### config.mk
export PLATFORM = sky130hd
export DESIGN_NAME = serial_tx
export DESIGN_NICKNAME = d
export VERILOG_FILES = /design/src/rtl/serial_tx.sv
export SDC_FILE = /design/constraint.sdc
export NUM_CORES = 1
export LEC_CHECK = 0
export BUFFER_PORTS_ARGS = -buffer_cell sky130_fd_sc_hd__clkbuf_2
export CORE_MARGIN = 3
export CORE_UTILIZATION = 31
export DETAILED_ROUTE_END_ITERATION = 10
export PLACE_DENSITY = 0.55
export SYNTH_ARGS = -nofsm -noshare
export SYNTH_HDL_FRONTEND = slang
export SYNTH_SLANG_ARGS = --single-unit
### constraint.sdc
create_clock -name clk -period 2.7 [get_ports clk]
set_input_delay 0.135 -clock clk [delete_from_list [all_inputs] [get_ports clk]]
set_output_delay 0.135 -clock clk [all_outputs]
set_load 0.03 [all_outputs]
### src/rtl/serial_tx.sv
// Byte-to-serial transmitter: a small byte FIFO feeding a start/8-data(MSB first)/stop framer.
// Each bit is held for CLKS_PER_BIT clocks; the line idles high.
module serial_tx #(
   parameter int CLKS_PER_BIT = 16,
   parameter int FIFO_DEPTH   = 4
) (
   input  logic       clk,
   input  logic       reset,
   input  logic [7:0] parallel_in,
   input  logic       load,
   output logic       ready,
   output logic       serial_out,
   output logic       tx_busy,
   output logic       char_sent
);

   // state | meaning
   // IDLE  | line high, waiting for a queued byte
   // START | driving the start bit (0)
   // DATA  | driving shift[bic], bic counts 7 down to 0
   // STOP  | driving the stop bit (1); pops the next byte with no idle gap
   localparam logic [1:0] IDLE  = 2'd0;
   localparam logic [1:0] START = 2'd1;
   localparam logic [1:0] DATA  = 2'd2;
   localparam logic [1:0] STOP  = 2'd3;

   localparam int BSC_W = $clog2(CLKS_PER_BIT);
   localparam int PTR_W = $clog2(FIFO_DEPTH);
   localparam int CNT_W = PTR_W + 1;
   localparam logic [BSC_W-1:0] BSC_MAX = BSC_W'(CLKS_PER_BIT - 1);

   logic [7:0]       mem [FIFO_DEPTH];
   logic [PTR_W-1:0] wptr;
   logic [PTR_W-1:0] rptr;
   logic [CNT_W-1:0] count;

   logic [1:0]       state, state_n;
   logic [BSC_W-1:0] bsc, bsc_n;
   logic [2:0]       bic, bic_n;
   logic [7:0]       shift, shift_n;
   logic             push, pop, bit_done, fifo_empty, sent_n, line_n;

   assign ready      = count < CNT_W'(FIFO_DEPTH);
   assign fifo_empty = (count == '0);
   assign push       = load && ready;
   assign bit_done   = (bsc == BSC_MAX);

   always_comb begin
      state_n = state;
      bsc_n   = bsc;
      bic_n   = bic;
      shift_n = shift;
      pop     = 1'b0;
      sent_n  = 1'b0;
      case (state)
         IDLE: begin
            bsc_n = '0;
            if (!fifo_empty) begin
               pop     = 1'b1;
               shift_n = mem[rptr];
               state_n = START;
            end
         end
         START: begin
            if (bit_done) begin
               bsc_n   = '0;
               bic_n   = 3'd7;
               state_n = DATA;
            end else begin
               bsc_n = bsc + 1'b1;
            end
         end
         DATA: begin
            if (bit_done) begin
               bsc_n = '0;
               if (bic == 3'd0) state_n = STOP;
               else             bic_n   = bic - 1'b1;
            end else begin
               bsc_n = bsc + 1'b1;
            end
         end
         STOP: begin
            if (bit_done) begin
               bsc_n  = '0;
               sent_n = 1'b1;
               if (!fifo_empty) begin
                  pop     = 1'b1;
                  shift_n = mem[rptr];
                  state_n = START;
               end else begin
                  state_n = IDLE;
               end
            end else begin
               bsc_n = bsc + 1'b1;
            end
         end
         default: state_n = IDLE;
      endcase
   end

   // The line is registered from the next state so it changes on the same edge as the state.
   always_comb begin
      line_n = 1'b1;
      case (state_n)
         START:   line_n = 1'b0;
         DATA:    line_n = shift_n[bic_n];
         default: line_n = 1'b1;
      endcase
   end

   always_ff @(posedge clk) begin
      if (reset) begin
         state      <= IDLE;
         bsc        <= '0;
         bic        <= '0;
         shift      <= '0;
         wptr       <= '0;
         rptr       <= '0;
         count      <= '0;
         serial_out <= 1'b1;
         tx_busy    <= 1'b0;
         char_sent  <= 1'b0;
      end else begin
         state      <= state_n;
         bsc        <= bsc_n;
         bic        <= bic_n;
         shift      <= shift_n;
         serial_out <= line_n;
         tx_busy    <= (state_n != IDLE);
         char_sent  <= sent_n;
         if (push) wptr <= wptr + 1'b1;
         if (pop)  rptr <= rptr + 1'b1;
         case ({push, pop})
            2'b10:   count <= count + 1'b1;
            2'b01:   count <= count - 1'b1;
            default: count <= count;
         endcase
      end
   end

   always_ff @(posedge clk) begin
      if (!reset && push) mem[wptr] <= parallel_in;
   end

endmodule

==> results by group <==
Outcome
  – Status: finished clean

STA
  – Worst rel slew slack: 0.692
  – Max-slew violation total from the final report: 0
  – Fin Hold WS: between 0.015 and 0.02 ns
  – Fin Setup TNS: 0 ns
  – Fin crit share: 0.923
  – Actual slew at the worst max-slew pin: 0.461 ns
  – Layout Skew: 0.0106 ns
  – Endpoints failing setup: 0
  – Min cycle time layout: about 2.5 ns
  – RSZ-0062 raised after global routing: false
  – Max Clock Freq: between 400 and 500 MHz
  – Final Hold Fails: 0

Final layout
  – Number of antenna diodes: 0
  – Share of post-route cells with drive strength above 1: 0.179
  – Nets@finish: between 200 and 300
  – Synthesis-to-layout area growth: 14.5%
  – Area of the multi-input gates: approximately 1100 um^2
  – Area of all sequential standard cells: about 1500 um^2
  – Final-layout fill cell count: slightly above 800

Floorplan
  – I/O pin total: 15
  – Core Box Area: between 8000 and 9000 um^2
  – Height of the die: between 100 and 150 um
  – Horizontal die dimension: 101 um
  – Row Count: 33
  – Initial core utilization: 0.329
  – DIE AREA: about 10000 um^2

Global routing
  – Vias in the first global route: about 1700
  – Global route total overflow: 0
  – Met1 usage in global routing: 0.131
  – Met2 demand-to-capacity share in global routing: 0.179
  – Routing usage on met3: 0.0457
  – Pin count of the biggest net entering global routing: 19
  – GRT Max-Usage Layer: met2
  – Total global-route track usage: 0.109
  – Antenna violations before repair: 0
  – First-pass GRT wire length: approximately 8400 um

Synth
  – Post-synth EDFFs: 32
  – Async set or reset register ratio after synthesis: 0
  – Number of distinct library cells after synthesis: 52
  – Synthesized instance count: between 200 and 250
  – Cell types with the highest counts after synthesis: 32 x sky130_fd_sc_hd__edfxtp_1, 29 x sky130_fd_sc_hd__dfxtp_1, 29 x sky130_fd_sc_hd__nor2_1
  – Leading cell type by number of instances after synthesis: sky130_fd_sc_hd__edfxtp_1
  – Cell area after synthesis: roughly 2800 um^2
  – Mapped Avg Cell Area: 12.4 um^2
  – Dominant cells by area after synthesis: sky130_fd_sc_hd__edfxtp_1 35%, sky130_fd_sc_hd__dfxtp_1 21%, sky130_fd_sc_hd__mux4_2 6.5%, sky130_fd_sc_hd__ha_1 5.9%, sky130_fd_sc_hd__nor2_1 3.9%
  – Sequential fraction of the synthesis area: 0.557
  – Cell taking the most area after synthesis: sky130_fd_sc_hd__edfxtp_1
  – Yosys top cell area share: 0.347
  – Most frequently used flop master after synthesis: sky130_fd_sc_hd__edfxtp_1
  – Yosys warning total: 0
  – Net count after synthesis: 249
  – Number of storage elements in the synthesis netlist: 61

Clocking
  – Clock Tree Buf Depth: 2
  – Total clock buffers created by CTS: 9
  – PostCTS Resize Cnt: 0
  – CTS sink cnt: between 60 and 70
  – Reg clk slew, reported paths: around 0.070 ns
  – TritonCTS clock tree: yes
  – Clock network latency to the later pin of the worst-skew pair: 0.34 ns
  – H-tree depth reported by CTS: 3
  – Setup repair bufs after CTS: 0
  – Clock root buffer: sky130_fd_sc_hd__clkbuf_8
  – Post-CTS Hold Buffers: 3

Place
  – HPWL Detailed: 3450 um
  – Number of buffers added on ports: 14
  – Routability congestion estimate from global placement: about 0.77

Setup path
  – Largest stage delay on the critical path: 0.40 ns
  – Launch instance of the worst register-to-register path: state[0]
  – Critical path's slowest cell: sky130_fd_sc_hd__dfxtp_1
  – WS Path Type: reg -> reg
  – Data required time at the worst endpoint: a little under 3 ns
  – Launch point of the critical path: state[0]
  – Critical path peak fanout: 9
  – Worst setup EP type: flop
  – CP startpoint kind: flop
  – Dominant delay contributor by cell family on the critical path: adder cells
  – Worst path bufs/invs: 2
  – Cell breakdown of the critical path: inv_1 -> ha_1 -> and3b_1 -> ha_1 -> inv_1 -> fa_1 -> xor2_1 -> or3_1 -> a21oi_1
  – Arrival time at the worst endpoint: between 2 and 3 ns

Detailed routing
  – Post-route ant nets: 0
  – Pre-Repair DR Iteration Count: 4
  – Detail-routed net length per standard cell: roughly 14 um
  – DR DRC count: 0
  – Average vias per placed instance: between 4 and 5
  – Drt initial violations: 57
  – Total Wirelength: slightly below 5000 um
  – Vias after detailed routing: ~1700

Run
  – Max_cap viols: 0

Power and ir drop
  – Peak supply drop: roughly 0.00054 V
  – Overall Power: 3.09 mW
  – Static leakage: around 1.2 nW
  – PD cells: 975 nW/um^2

Hold path
  – Launch point of the worst hold path: parallel_in[5]
  – Worst min-delay path class: in -> reg
==> where the power goes <==
| part | switching (mW) | internal [mW] | total, mW | leakage [nW] |
|---|---|---|---|---|
| Sequential | 0.0911 | 1.13 | 1.22 | 0.527 |
| Combinational | 0.583 | 0.495 | 1.08 | 0.557 |
| Clock | 0.372 | 0.425 | 0.796 | 0.0903 |
| Total | 1.05 | 2.05 | 3.09 | 1.17 |
==> area by class of cell <==
cell class	instances	area share
repair buffers	21	0.0410
clock buffers	10	0.0403
inverters	15	0.0178
flip-flops and latches	61	0.486
well taps	105	0.0414
clock inverters	6	0.0197
multi-input cells	138	0.354
==> routing by layer <==
metal / vias to the layer above / wire length, um / share of wire
met5: - / 0 / 0
met4: 0 / 30 / 0.0061
met3: 5 / 174 / 0.035
met2: 19 / 2430 / 0.49
met1: 802 / 2310 / 0.47
li1: 876 / - / -
==> path summary, 6_finish.rpt <==
check	end	slack, ns	cells past startpoint
worst min register to register	bsc[0]	0.46	1
worst min-delay path	mem[2][5]	0.02	1
worst max-delay path	count[2]	0.21	9
worst max register to register	count[2]	0.21	9
==> logic make-up after synthesis <==
kind of cell | synth area share
AO/OA/AOI/OAI | 0.0935
AND/OR/NAND/NOR | 0.147
flip-flops | 0.557
multiplexers | 0.0764
XOR/XNOR | 0.0221
adder cells (fa/ha/maj) | 0.0660
buffers and inverters | 0.0384
==> stage by stage <==
stage | std cells | area, um^2 | setup WS (ns) | util
6_report | 356 | 3170 | 0.207 | 0.376
5_1_grt | 356 | 3170 | 0.0118 | 0.376
4_1_cts | 356 | 3170 | 0.195 | 0.376
3_5_place_dp | 337 | 2950 | 0.218 | 0.350
3_3_place_gp | 337 | 2950 | 0.328 | 0.350
2_1_floorplan | 224 | 2770 | 0.323 | -
==> sequential cells by signal (all words and copies together) (netlist names), named ones only <==
register    flops
rptr            2
bsc             4
bic             3
serial_out      1
wptr            2
state           2
tx_busy         1
mem            32
char_sent       1
count           3
shift           8
==> cell usage in the layout, fill, tap and decap left out, types with 6 or more instances in the layout <==
cell | netlist | layout
sky130_fd_sc_hd__edfxtp_1 | 32 | 32
sky130_fd_sc_hd__mux4_2 | 8 | 8
sky130_fd_sc_hd__and2_1 | 6 | 6
sky130_fd_sc_hd__nor2_1 | 29 | 29
sky130_fd_sc_hd__dfxtp_1 | 29 | 29
sky130_fd_sc_hd__inv_1 | 15 | 15
sky130_fd_sc_hd__clkbuf_2 | 1 | 14
sky130_fd_sc_hd__ha_1 | 13 | 13
sky130_fd_sc_hd__clkbuf_8 | 0 | 9
sky130_fd_sc_hd__nor2b_1 | 6 | 6
No activity file was read; power rests on OpenSTA's default activity.
